===== src/rtl/vx_gbar_arbiter.sv =====
// ---------------------------------------------------------------------------
// vx_gbar_arbiter
//
// Global barrier arbiter. Cores announce arrival at a barrier id; one arrival
// is granted per cycle with round-robin priority. Each barrier tracks which
// cores have arrived and how many participants it expects (size_m1 + 1,
// latched from the first arrival). When the last expected core arrives the
// barrier is cleared and a one-cycle release pulse is broadcast the next
// cycle.
//
// Ports
//   clk          in   1                     rising-edge clock
//   reset_n      in   1                     asynchronous active-low reset
//   req_valid    in   NUM_CORES             per-core arrival request
//   req_id       in   NUM_CORES*NB_WIDTH    per-core barrier id (core i at [i*NB_WIDTH +: NB_WIDTH])
//   req_size_m1  in   NUM_CORES*NC_WIDTH    per-core participant count minus one
//   req_ready    out  NUM_CORES             one-hot grant (combinational)
//   rsp_valid    out  1                     single-cycle release pulse
//   rsp_id       out  NB_WIDTH              id of released barrier
//   busy         out  1                     any barrier holds a recorded arrival
//   err          out  1                     sticky protocol-error flag
// ---------------------------------------------------------------------------
module vx_gbar_arbiter #(
  parameter int  NUM_CORES    = 4,
  parameter int  NUM_BARRIERS = 4,
  localparam int NC_WIDTH     = (NUM_CORES    > 1) ? $clog2(NUM_CORES)    : 1,
  localparam int NB_WIDTH     = (NUM_BARRIERS > 1) ? $clog2(NUM_BARRIERS) : 1
) (
  input  logic                            clk,
  input  logic                            reset_n,
  input  logic [NUM_CORES-1:0]            req_valid,
  input  logic [NUM_CORES*NB_WIDTH-1:0]   req_id,
  input  logic [NUM_CORES*NC_WIDTH-1:0]   req_size_m1,
  output logic [NUM_CORES-1:0]            req_ready,
  output logic                            rsp_valid,
  output logic [NB_WIDTH-1:0]             rsp_id,
  output logic                            busy,
  output logic                            err
);

  localparam logic [NC_WIDTH:0] CNT_ONE = (NC_WIDTH+1)'(1);

  // Architectural state
  logic [NC_WIDTH-1:0]  r_last_grant;
  logic [NUM_CORES-1:0] r_mask [NUM_BARRIERS];
  logic [NC_WIDTH-1:0]  r_size [NUM_BARRIERS];
  logic                 r_rsp_valid;
  logic [NB_WIDTH-1:0]  r_rsp_id;
  logic                 r_err;

  // Per-core views of the flattened request buses
  logic [NB_WIDTH-1:0]  w_req_id   [NUM_CORES];
  logic [NC_WIDTH-1:0]  w_req_size [NUM_CORES];

  for (genvar g = 0; g < NUM_CORES; g++) begin : g_unpack
    assign w_req_id[g]   = req_id[g*NB_WIDTH +: NB_WIDTH];
    assign w_req_size[g] = req_size_m1[g*NC_WIDTH +: NC_WIDTH];
  end

  // Round-robin arbitration
  logic                 w_found;
  logic [NC_WIDTH-1:0]  w_grant_idx;
  logic [NUM_CORES-1:0] w_ready;

  // NOTE: every signal written here gets a default before any branch, so no
  // path leaves a value held and no latch is inferred.
  always_comb begin
    logic [NC_WIDTH-1:0] cand;
    w_found     = 1'b0;
    w_grant_idx = '0;
    cand        = '0;
    // Search starts just past the last winner and wraps, so the previous
    // winner has the lowest priority this cycle.
    for (int off = 1; off <= NUM_CORES; off++) begin
      cand = NC_WIDTH'((int'(r_last_grant) + off) % NUM_CORES);
      if (!w_found && req_valid[cand]) begin
        w_found     = 1'b1;
        w_grant_idx = cand;
      end
    end
    w_ready = w_found ? (NUM_CORES'(1) << w_grant_idx) : '0;
  end

  // Barrier bookkeeping for the granted request
  logic [NB_WIDTH-1:0]  w_id;
  logic [NC_WIDTH-1:0]  w_size;
  logic                 w_id_ok;
  logic [NUM_CORES-1:0] w_cur_mask;
  logic [NUM_CORES-1:0] w_core_bit;
  logic [NUM_CORES-1:0] w_new_mask;
  logic [NC_WIDTH:0]    w_count;
  logic [NC_WIDTH:0]    w_target;
  logic                 w_first;
  logic                 w_dup;
  logic                 w_size_err;
  logic                 w_release;
  logic                 w_busy;

  always_comb begin
    w_id       = w_req_id[w_grant_idx];
    w_size     = w_req_size[w_grant_idx];
    w_id_ok    = (int'(w_id) < NUM_BARRIERS);
    w_cur_mask = w_id_ok ? r_mask[w_id] : '0;
    w_core_bit = NUM_CORES'(1) << w_grant_idx;
    w_first    = (w_cur_mask == '0);
    w_dup      = |(w_cur_mask & w_core_bit);
    w_new_mask = w_cur_mask | w_core_bit;

    // Popcount is one bit wider than a core index so a full barrier fits.
    w_count = '0;
    for (int k = 0; k < NUM_CORES; k++) begin
      w_count = w_count + {{NC_WIDTH{1'b0}}, w_new_mask[k]};
    end

    // The first arrival defines the participant count; later arrivals are
    // always measured against the latched value even if they disagree.
    w_target   = w_first ? ({1'b0, w_size} + CNT_ONE)
                         : ({1'b0, (w_id_ok ? r_size[w_id] : w_size)} + CNT_ONE);
    w_size_err = !w_first && w_id_ok && (w_size != r_size[w_id]);
    // A duplicate leaves the mask untouched, so it can never complete a barrier.
    w_release  = w_found && w_id_ok && !w_dup && (w_count == w_target);

    w_busy = 1'b0;
    for (int b = 0; b < NUM_BARRIERS; b++) begin
      w_busy = w_busy | (|r_mask[b]);
    end
  end

  // NOTE: sequential state is updated with non-blocking assignments only, so
  // every register samples the pre-edge values regardless of statement order.
  always_ff @(posedge clk or negedge reset_n) begin
    if (!reset_n) begin
      r_last_grant <= NC_WIDTH'(NUM_CORES - 1);
      // NOTE: the barrier table is reset explicitly because a reset must
      // abandon partial episodes; it is small enough to live in flops.
      for (int b = 0; b < NUM_BARRIERS; b++) begin
        r_mask[b] <= '0;
        r_size[b] <= '0;
      end
      r_rsp_valid <= 1'b0;
      r_rsp_id    <= '0;
      r_err       <= 1'b0;
    end else begin
      r_rsp_valid <= 1'b0;
      if (w_found) begin
        r_last_grant <= w_grant_idx;
        if (w_id_ok) begin
          if (w_first) begin
            r_size[w_id] <= w_size;
          end
          if (w_release) begin
            r_mask[w_id] <= '0;
            r_rsp_valid  <= 1'b1;
            r_rsp_id     <= w_id;
          end else begin
            r_mask[w_id] <= w_new_mask;
          end
          if (w_dup || w_size_err) begin
            r_err <= 1'b1;
          end
        end
      end
    end
  end

  assign req_ready = w_ready;
  assign rsp_valid = r_rsp_valid;
  assign rsp_id    = r_rsp_id;
  assign busy      = w_busy;
  assign err       = r_err;

endmodule


===== config.mk =====
export PLATFORM = sky130hd
export DESIGN_NAME = vx_gbar_arbiter
export DESIGN_NICKNAME = d
export VERILOG_FILES = /design/src/rtl/vx_gbar_arbiter.sv
export SDC_FILE = /design/constraint.sdc
export NUM_CORES = 1
export LEC_CHECK = 0
export CAP_MARGIN = 20
export CORE_ASPECT_RATIO = 0.6
export CORE_UTILIZATION = 59
export CTS_CLUSTER_DIAMETER = 80
export DETAILED_ROUTE_END_ITERATION = 8
export PLACE_DENSITY = 0.83
export SETUP_SLACK_MARGIN = 0.15
export SLEW_MARGIN = 25
export SYNTH_ARGS = -nofsm -noshare
export SYNTH_HDL_FRONTEND = slang
export SYNTH_SLANG_ARGS = --single-unit

===== constraint.sdc =====
create_clock -name clk -period 8.65 [get_ports clk]
set_clock_uncertainty 0.05 [all_clocks]
set_input_delay 1.73 -clock clk [delete_from_list [all_inputs] [get_ports clk]]
set_output_delay 1.73 -clock clk [all_outputs]
set_load 0.005 [all_outputs]

; ---- Word level (Yosys, flattened, before mapping)
; Cells that the tools add are included.
[totals]
regBits = 30
latchBits = 0
mem_bits_rw = 0
mem_bits_ro = 0
input_bits = 22
output_inout_bits = 9
wordCells = 101
memories = 0
[op_classes]
add_sub_neg = 9
mul = 0
n_div = 0
n_lt_le_gt_ge = 7
eq_ne = 2
shifts = 1
muxes = 39
bitwise = 9
reduce_logical = 22
[ops]
columns = operator, n
row1 = 2-to-1 mux 2 bit, 11
row2 = OR reduction 4 bit, 5
row3 = bitwise AND 16 bit, 1
row4 = bitwise mux 16 bit, 1
row5 = 2-to-1 mux 16 bit, 1
row6 = 2-to-1 mux 4 bit, 4
row7 = inverter 16 bit, 1
row8 = binary-select mux 2 bit (select 2 bit), 3
row9 = "less-than comparator 2 x 3 -> 1 bit, second input constant", 4
row10 = 2-to-1 mux 1 bit, 10
row11 = binary-select mux 1 bit (select 2 bit), 4
row12 = binary-select mux 4 bit (select 2 bit), 1
row13 = bitwise mux 8 bit, 1
row14 = demux 4 bit (select 2 bit), 1
row15 = logical AND 1 bit, 7
row16 = "adder 2 x 1 -> 3 bit, second input constant", 2
row17 = "greater-or-equal comparator 3 bit, second input constant", 2
row18 = inverter 2 -> 3 bit, 2
row19 = AND reduction 2 bit, 3
row20 = zero test 1 bit, 5
row21 = "adder 2 x 1 -> 2 bit, second input constant", 2
row22 = "adder 2 bit, second input constant", 2
row23 = bitwise AND 4 bit, 1
row24 = demux 2 bit (select 2 bit), 1
row25 = 12 further kinds, 14

; ---- Longest topological paths before layout
; Gate-level depths: netlist of the first run.
[depth]
ltp_word = 29
depth_mapped = 19
mapped_depth_nobuf = 16

; ---- Worst setup path before layout of the first run
; Ideal clock, no wire load.
[synth_path]
kind = input to register
from = input req_valid[0]
to = register r_mask[10] (netlist bit)
setup_ns = 0.138
arrival_ns = 5.653
t_required_ns = 8.462
slack_ns = 2.809
path_stages = 19
n_path_buf = 3
cell_sequence = buf_2 > a21oi_1 > a211o_1 > and2_1 > buf_2 > mux4_2 > buf_6 > o211ai_1 > a2bb2oi_1 > nor2_1 > fa_1 > inv_1 > ha_1 > ha_1 > xor2_1 > nor3_1 > nand3_1 > nor3_1 > a21oi_1
[synth_via]
elab_chain_len = 27
elab_cells_between_ends = 60
classes_between = 5 x add/sub / 2 x order compare / 1 x eq/ne / 1 x shift / 33 x mux / 6 x bitwise / 12 x reduce/logical
[synth_rtl]
columns = element, line_no
row1 = from (decl), 31  ; input logic [NUM_CORES-1:0] req_valid,
row2 = binary-select mux 1 bit (select 2 bit), 76  ; if (!w_found && req_valid[cand]) begin
row3 = 2-to-1 mux 1 bit (not written as such), 76
row4 = 2-to-1 mux 1 bit, 76
row5 = zero test 1 bit, 76
row6 = logical AND 1 bit, 76
row7 = 2-to-1 mux 1 bit, 76
row8 = zero test 1 bit, 76
row9 = logical AND 1 bit, 76
row10 = [... 10 more ...], -
row11 = 2-to-1 mux 4 bit (not written as such) (2 in a row), 103  ; w_cur_mask = w_id_ok ? r_mask[w_id] : '0;
row12 = OR 4 bit, 107  ; w_new_mask = w_cur_mask | w_core_bit;
row13 = adder 1 x 1 -> 2 bit, 112  ; w_count = w_count + {{NC_WIDTH{1'b0}}, w_new_mask[k]};
row14 = adder 2 x 1 -> 3 bit, 112
row15 = adder 3 x 1 -> 3 bit, 112
row16 = == test 3 bit, 121  ; w_release = w_found && w_id_ok && !w_dup && (w_count == w_target);
row17 = logical AND 1 bit, 121
row18 = 2-to-1 mux 16 bit, 151  ; if (w_release) begin
row19 = "to (signal, indexed assignment)", 156  ; r_mask[w_id] <= w_new_mask;
row20 = to (decl), 45  ; logic [NUM_CORES-1:0] r_mask [NUM_BARRIERS];
; Several ways; a longest one is shown, not always the timed one. The select of a mux whose other input is x is not followed.
; A chain may end at the register's enable or synchronous reset.

; ---- Final worst setup path of the first run
[layout_path]
from = input req_valid[3]
to = register r_mask[9] (netlist bit)
; The elaborated chain is that of the path after synthesis.

==> impl_metrics.toml, run 1 <==
[status]
status = "complete, no violations"

[critical_path]
path_cells = "clkdlybuf4s50_1 > nor2b_1 > a21oi_2 > o21ai_2 > mux4_2 > o211ai_1 > a2bb2oi_1 > nor2_1 > fa_1 > inv_1 > ha_1 > ha_1 > xor2_1 > nor3_1 > nand3_1 > nor3_1 > a21oi_1"
startpoint_type = "input pin"
crit_arrival_ns = 7.26
worst_path_max_delay_cell = "mux4_2"
end_kind = "flip-flop"
cpLargestDelayFamily = "simple AND/OR/NAND/NOR gates"
path_class = "in -> reg"
path_max_fanout = 18
path_buf_inv = 2
required_ns = 8.74
cpPeakStageDelay_ns = 0.80

[synth]
synth_edf_count = 0
yosysMostFrequentCell = "nand2_1"
synth_top_family_by_area = "compound AO/OA/AOI/OAI gates"
syn_avg_cell_area_um2 = 9.012
synth_top_area_frac = 0.3281
postSynth.asyncResetShare = 1.000
synth-seq-area-share = 0.3527
ys.warnings.count = 0
synth_area_mm2 = 0.002136
ys_ff_latch = 30
yosys.area.top_type = "dfrtp_1"
synth_xor_area_frac = 0.03339
ys_types = 51
synth_nets = 263
netlist_instances = 237
synth_common_cells = "32 x nand2_1, 28 x dfrtp_1, 16 x o21ai_0"
synth-simple-area-share = 0.1804
synthFlopType = "dfrtp_1"
muxShareOfSynthArea = 0.09080
netlist_top_cells_area = "dfrtp_1 33%, nand2_1 5.6%, mux2_2 4.7%"
synth_compound_area_frac = 0.2712
synthAdderAreaFrac = 0.02695

[clock_tree]
hold_buffers = 0
cts.sinks = 30
cts.htree.levels = 2
clock_latency_ns = 0.28
clock_path_buffers = 2
cts_buffers = 5
ctsResizeCount = 0
postCtsSetupBuffers = 0
clk_pin_slew_ns = 0.06
cts_tree = "done"
cts_root_buffer = "clkbuf_8"

[sta]
hold_viol = 0
whs_ns = 0.4430
worst_pin_slew_ns = 1.030
rsz0062_at_grt = "no"
fin_crit_ns = 7.169
fin_crit_sh = 0.8288
report.final.slew_viol_count = 0
setup_ws_ns = 1.481
finalSetupViolations = 0
slew_headroom = 0.3080
setup-tns-final_ns = 0
fmax_ghz = 0.1395

[floorplanning]
rows = 16
die_h_um = 48.61
core-area_mm2 = 0.003363
die_w_um = 79.68
dieArea_mm2 = 0.003873
initial_core_util = 0.6350
ios = 31

[routing]
vias = 2069
drt-vias-per-instance = 6.589
drt-total-wl_um = 6020
first_pass_iters = 5
wl_per_cell_um = 19.17
drt_iter0_markers = 230
drtAntennaViolNets = 0
drc = 0

[final_layout]
drive_gt1_frac = 0.1264
design_area_mm2 = 0.002575
area_growth_pct = 20.56
diodes = 0
seqCellArea_um2 = 753.2
fin_nets = 294
fillers = 245
multi_input_area_mm2 = 0.001292

[placement]
place_area_mm2 = 0.002454
dp_hpwl_um = 4303
place_ws_ns = 1.363
place.port_buffers = 30
place.gp.congestion = 0.9800

[global_route]
grt_max_degree = 31
grt-ovfl-total = 0
antenna_found_initial = 0
grt_pass1_wl_um = 9597
grt_pass1_vias = 1909
track_usage = 0.3337

[min_path]
hp-class = "reg -> reg"

[job]
max_cap_violations = 0
cell usage in the layout, fill, tap and decap left out, drive strengths merged, types with 2 or more instances in the layout:
cell type and n:
dfrtp 28, mux2i 7, o211ai 7, a22oi 2
clkbuf 7, nand3 11, a21o 2, dfstp 2
a221oi 2, o2111ai 2, nor2 10, and3 4
a21oi 18, a31oi 6, and2 3, mux2 9
nor2b 3, inv 13, o21a 2, a2bb2oi 3
a2111oi 2, xor2 5, nor3 6, ha 3
nor4 5, o22ai 8, o211a 2, nand2 32
o21ai 17, o31ai 2, a32o 2, a32oi 2
clkdlybuf4s50 30
state kept, by name, indices dropped and copies added (netlist names):
name,count
err,1
rsp_id,2
r_size,8
r_last_grant,2
rsp_valid,1
r_mask,16
final cells by class:
cell class,count,share of cell area
Clock inverter,1,0.01166
Inverter,13,0.01895
Multi-Input combinational cell,187,0.5019
Timing Repair Buffer,31,0.1195
Clock buffer,7,0.03353
Sequential cell,30,0.2925
Tap cell,45,0.02187
metal layers:
layer,up-vias,GRT usage,wire length [um]
met4,0,0.1091,89
li1,957,-,-
met5,-,0,0
met3,13,0.08679,740
met2,154,0.4644,2423
met1,945,0.5000,2766
metrics by stage:
stage / std cells / utilization
2_1_floorplan: 237 / -
3_3_place_gp: 306 / 0.7295
3_5_place_dp: 306 / 0.7295
4_1_cts: 314 / 0.7641
5_1_grt: 314 / 0.7656
6_report: 314 / 0.7656
worst reg2reg max path, delay by kind of cell (launching register included):
| kind | cells | cell delay [ns] |
|---|---|---|
| multiplexers | 1 | 0.22 |
| XOR/XNOR | 1 | 0.17 |
| AND/OR/NAND/NOR | 4 | 1.24 |
| AO/OA/AOI/OAI | 6 | 2.27 |
| flip-flops | 1 | 0.58 |
| buffers and inverters | 1 | 0.06 |
| adder cells (fa/ha/maj) | 3 | 1.02 |
path summary, 6_finish.rpt:
path,depth (start not counted),slack [ns],endpoint,from
setup / recovery,17,1.48,r_mask[9],req_valid[3]
hold / removal,1,0.44,err,err
setup reg to reg,16,2.92,r_mask[9],r_last_grant[1]
hold reg to reg,1,0.44,err,err
max in group asynchronous,2,6.40,r_last_grant[1],reset_n
min in group asynchronous,2,1.83,r_mask[12],reset_n
cell families after synthesis:
| group | count (synthesis) |
|---|---|
| AOI/OAI and AO/OA | 81 |
| DFF | 30 |
| buffers and inverters | 20 |
| xor gates and xnor gates | 6 |
| adders and majority gates | 4 |
| muxes | 17 |
| and+or+nand+nor | 79 |
Power of run 1 is left out: the tool's default activity adds up to more than one toggle a clock period on the data nets, which glitch-free logic cannot reach.
==> run 2: changes to the inputs <==
Settings changed: CORE_UTILIZATION 59 to 55, PLACE_DENSITY 0.83 to 0.78.
Clock period 8.65 ns to 7.3 ns, I/O delays scaled along.
==> run 2 against run 1 <==
Compared with the run above:
- utilization down 6.8 points
- register-to-register slack worse by 1.1 ns
- critical path type unchanged
- clock-buffer cell count decreased by 1
- critical endpoint unchanged
- highest routed layer unchanged
==> impl_metrics.toml, run 2 (synthesis gave the netlist of run 1 again) <==
[min_path]
min_path_cells = 1
hp-class = "reg -> reg"
hold_path_end = "err"
hp-start = "err"

[clock_tree]
cts_root_buffer = "clkbuf_8"
cts.sinks = 30
clk_pin_slew_ns = 0.07
ctsResizeCount = 0
clock_path_buffers = 2
cts_tree = "done"
hold_buffers = 0
cts_buffers = 5
cts.htree.levels = 2
postCtsSetupBuffers = 0
clock_latency_ns = 0.29

[routing]
vias = 2096
drt_iter0_markers = 191
drc = 0
first_pass_iters = 5
drtAntennaViolNets = 0
wl_per_cell_um = 18.54
drt-vias-per-instance = 6.571
drt-total-wl_um = 5914

[critical_path]
timing.rr.end = "r_mask[9]"
r2r-start = "r_last_grant[1]"
end_kind = "flip-flop"
crit_arrival_ns = 6.76
ff2ff_path_depth = 16
path_max_fanout = 18
startpoint_type = "input pin"
required_ns = 7.40
path_class = "in -> reg"
r2r_setup_slack_ns = 1.80

[global_route]
grt_pass1_wl_um = 9356
grt_pass1_vias = 1886
grt-ovfl-total = 0
antenna_found_initial = 0
grt_max_degree = 31
track_usage = 0.3118

[sta]
worst_pin_slew_ns = 0.8361
report.final.slew_viol_count = 0
whs_ns = 0.4317
fin_crit_sh = 0.9119
hold_viol = 0
fmax_ghz = 0.1502
setup-tns-final_ns = 0
rsz0062_at_grt = "no"
fin_crit_ns = 6.657
slew_headroom = 0.4383
finalSetupViolations = 0

[final_layout]
area_growth_pct = 20.97
largest_register_ffs = 16
diodes = 0
layout_commonest_cell = "nand2_1"
mostFrequentLayoutCells = "32 x nand2_1, 30 x clkdlybuf4s50_1, 28 x dfrtp_1, 16 x o21ai_0, 13 x inv_1"
fin_cells = 319
reg_top3 = "r_mask x16, r_size x8"
largest_register = "r_mask"
drive_gt1_frac = 0.1434
fin_nets = 297
utilization = 0.6981

[status]
status = "complete, no violations"

[job]
max_cap_violations = 0

[placement]
dp_cells = 311
place.gp.congestion = 0.9364
dp_hpwl_um = 4286
place.port_buffers = 30

[floorplanning]
core-area_mm2 = 0.003701
die_h_um = 50.27
die_w_um = 82.45
initial_core_util = 0.5771
dieArea_mm2 = 0.004145
rows = 17
ios = 31
[run 2: changes by cell type in the layout (fill, tap and decap cells not counted), sizes merged]
cell      change
buf           +3
clkinvlp      +1
clkinv        +1
bufinv        -1
clkbuf        -1
[run 2: cell type report]
cell class | count | area [um^2]
repair buffers | 34 | 330.3
inverters | 13 | 48.80
clock inverters | 2 | 12.51
well taps | 47 | 58.81
clock buffers | 6 | 82.58
flip-flops and latches | 30 | 753.2
multi-input cells | 187 | 1297
fillers | 299 | 1117
[run 2: worst max path at each step]
stage / from / to / slack [ns] / cells past startpoint
floorplan: req_valid[0] / r_mask[10] / 1.73 / 19
global placement: req_valid[3] / r_mask[10] / 0.67 / 17
detailed placement: req_valid[3] / r_mask[9] / 0.41 / 17
CTS: req_valid[3] / r_mask[9] / 0.72 / 17
global route: req_valid[3] / r_mask[9] / 0.34 / 17
finish: req_valid[3] / r_mask[9] / 0.64 / 17
[run 2: metal layers]
| metal | global-route usage | vias up | part of all wire |
|---|---|---|---|
| li1 | - | 959 | - |
| met5 | 0 | - | 0 |
| met4 | 0.09942 | 0 | 0.015 |
| met3 | 0.08364 | 10 | 0.10 |
| met1 | 0.4671 | 1010 | 0.49 |
| met2 | 0.4298 | 117 | 0.39 |
[run 2: critical path: stages]
cell,delay [ns]
clkdlybuf4s50_1,0.51
nor2b_1,0.25
a21oi_2,0.09
o21ai_2,0.31
mux4_2,0.79
o211ai_1,0.21
a2bb2oi_1,0.56
nor2_1,0.14
fa_1,0.50
inv_1,0.04
ha_1,0.19
ha_1,0.29
xor2_1,0.16
nor3_1,0.17
nand3_1,0.32
nor3_1,0.61
a21oi_1,0.15
[run 2: metrics by stage]
step                      cell area, um^2  setup WS (ns)
after global placement               2479         0.6693
after detailed placement             2484         0.4102
after CTS                            2579         0.7199
after global routing                 2584         0.3376
final                                2584         0.6428
after floorplan                      2136          1.729
Power of run 2 is left out for the same reason.
==> run 3: changes to the inputs <==
Settings changed: CORE_MARGIN set to 4.
==> run 3 against run 2 <==
Compared with the run above:
- clock-buffer cell count is 1 lower
- register-to-register slack is essentially flat
- sequential cell count unchanged
- non-clock buffer count unchanged
- critical endpoint is now r_mask[8]
- design area decreased by 0.82%
- maximum frequency up 0.18%
- highest routed layer unchanged
- global-route usage is 6.8 points lower
- hold slack worse by 0.0035 ns
- utilization decreased by 0.57 points
- largest cell class unchanged
- critical path depth unchanged
- via count fell by 0.81%
==> impl_metrics.toml, run 3 (synthesis gave the netlist of run 1 again) <==
[status]
status = "complete, no violations"

[critical_path]
startpoint_type = "input pin"
required_ns = 7.39
worst_path_max_delay_cell = "mux4_2"
path_class = "in -> reg"
cpLargestDelayFamily = "simple AND/OR/NAND/NOR gates"
path_cells = "clkdlybuf4s50_1 > nor2b_1 > a21oi_2 > o21ai_2 > mux4_2 > o211ai_1 > a2bb2oi_1 > nor2_1 > fa_1 > inv_1 > ha_1 > ha_1 > xor2_1 > nor3_1 > nand3_1 > nor3_1 > a21oi_1"
cpPeakStageDelay_ns = 0.78
end_kind = "flip-flop"
crit_arrival_ns = 6.73
path_buf_inv = 2
path_max_fanout = 18

[global_route]
grt-ovfl-total = 0
track_usage = 0.2441
grt_pass1_vias = 1860
grt_pass1_wl_um = 9384
grt_max_degree = 31
antenna_found_initial = 0

[sta]
fmax_ghz = 0.1505
fin_crit_sh = 0.9103
hold_viol = 0
setup-tns-final_ns = 0
slew_headroom = 0.2831
rsz0062_at_grt = "no"
finalSetupViolations = 0
report.final.slew_viol_count = 0
fin_crit_ns = 6.645
worst_pin_slew_ns = 1.067

[clock_tree]
cts.sinks = 30
ctsResizeCount = 0
postCtsSetupBuffers = 0
cts_root_buffer = "clkbuf_8"
cts_tree = "done"
clock_latency_ns = 0.28
clk_pin_slew_ns = 0.07
clock_path_buffers = 2
hold_buffers = 0
cts_buffers = 5
cts.htree.levels = 2

[placement]
place.port_buffers = 30
dp_hpwl_um = 4335
place.gp.congestion = 0.9619

[final_layout]
largest_register_ffs = 16
layout_commonest_cell = "nand2_1"
seqCellArea_um2 = 753.2
multi_input_area_mm2 = 0.001292
diodes = 0
fin_nets = 297
mostFrequentLayoutCells = "32 x nand2_1, 30 x clkdlybuf4s50_1, 28 x dfrtp_1, 16 x o21ai_0, 13 x inv_1"
largest_register = "r_mask"
fillers = 300
reg_top3 = "r_mask x16, r_size x8"
area_growth_pct = 19.98
drive_gt1_frac = 0.1365

[routing]
drt-vias-per-instance = 6.538
drtAntennaViolNets = 0
vias = 2079
drc = 0
wl_per_cell_um = 18.39
first_pass_iters = 6
drt_iter0_markers = 199
drt-total-wl_um = 5849

[floorplanning]
initial_core_util = 0.5771
ios = 31
core-area_mm2 = 0.003701
rows = 17
die_h_um = 56.27
die_w_um = 88.45
dieArea_mm2 = 0.004977

[min_path]
hp-class = "reg -> reg"

[job]
max_cap_violations = 0
==> run 3: final cells by class <==
type                    count  area share
inverters                  13     0.01904
clock inverters             2    0.003906
multi-input cells         187      0.5044
clock buffers               5     0.02686
flip-flops and latches     30      0.2939
repair buffers             34      0.1289
well taps                  47     0.02295
==> run 3: worst paths after layout <==
path / startpoint / end / slack [ns] / depth (start not counted)
max: req_valid[3] / r_mask[8] / 0.65 / 17
min: err / err / 0.43 / 1
max reg2reg: r_last_grant[1] / r_mask[8] / 1.81 / 16
min reg2reg: err / err / 0.43 / 1
max in group asynchronous: reset_n / r_last_grant[0] / 5.38 / 2
min in group asynchronous: reset_n / r_mask[13] / 1.51 / 2
==> run 3: worst reg2reg max path, stage by stage, from the launching register on <==
cell	delay, ns
dfstp_2	0.58
mux2i_1	0.22
a2bb2oi_2	0.23
o21a_1	0.40
o211ai_1	0.38
o211ai_1	0.33
a2bb2oi_1	0.55
nor2_1	0.13
fa_1	0.50
inv_1	0.04
ha_1	0.18
ha_1	0.29
xor2_1	0.17
nor3_1	0.17
nand3_1	0.32
nor3_1	0.65
a21oi_1	0.16
==> run 3: routing by layer <==
| layer | vias to the layer above | share of wire | track usage |
|---|---|---|---|
| met5 | - | 0 | 0 |
| met4 | 0 | 0.018 | 0.05172 |
| met3 | 17 | 0.12 | 0.07331 |
| met2 | 126 | 0.39 | 0.3248 |
| met1 | 977 | 0.47 | 0.3833 |
| li1 | 959 | - | - |
==> run 3: metrics by stage <==
stage               cells  instance area [um^2]  hold WS, ns  worst slack [ns]    util
detailed placement    311                  2479       0.4215            0.4665  0.6697
floorplan             237                  2136       0.4010             1.729       -
CTS                   318                  2557       0.4396            0.7547  0.6910
global placement      311                  2479       0.3916            0.6662  0.6697
global route          318                  2562       0.4415            0.3283  0.6924
finish                318                  2562       0.4282            0.6550  0.6924
Power of run 3 is left out for the same reason.
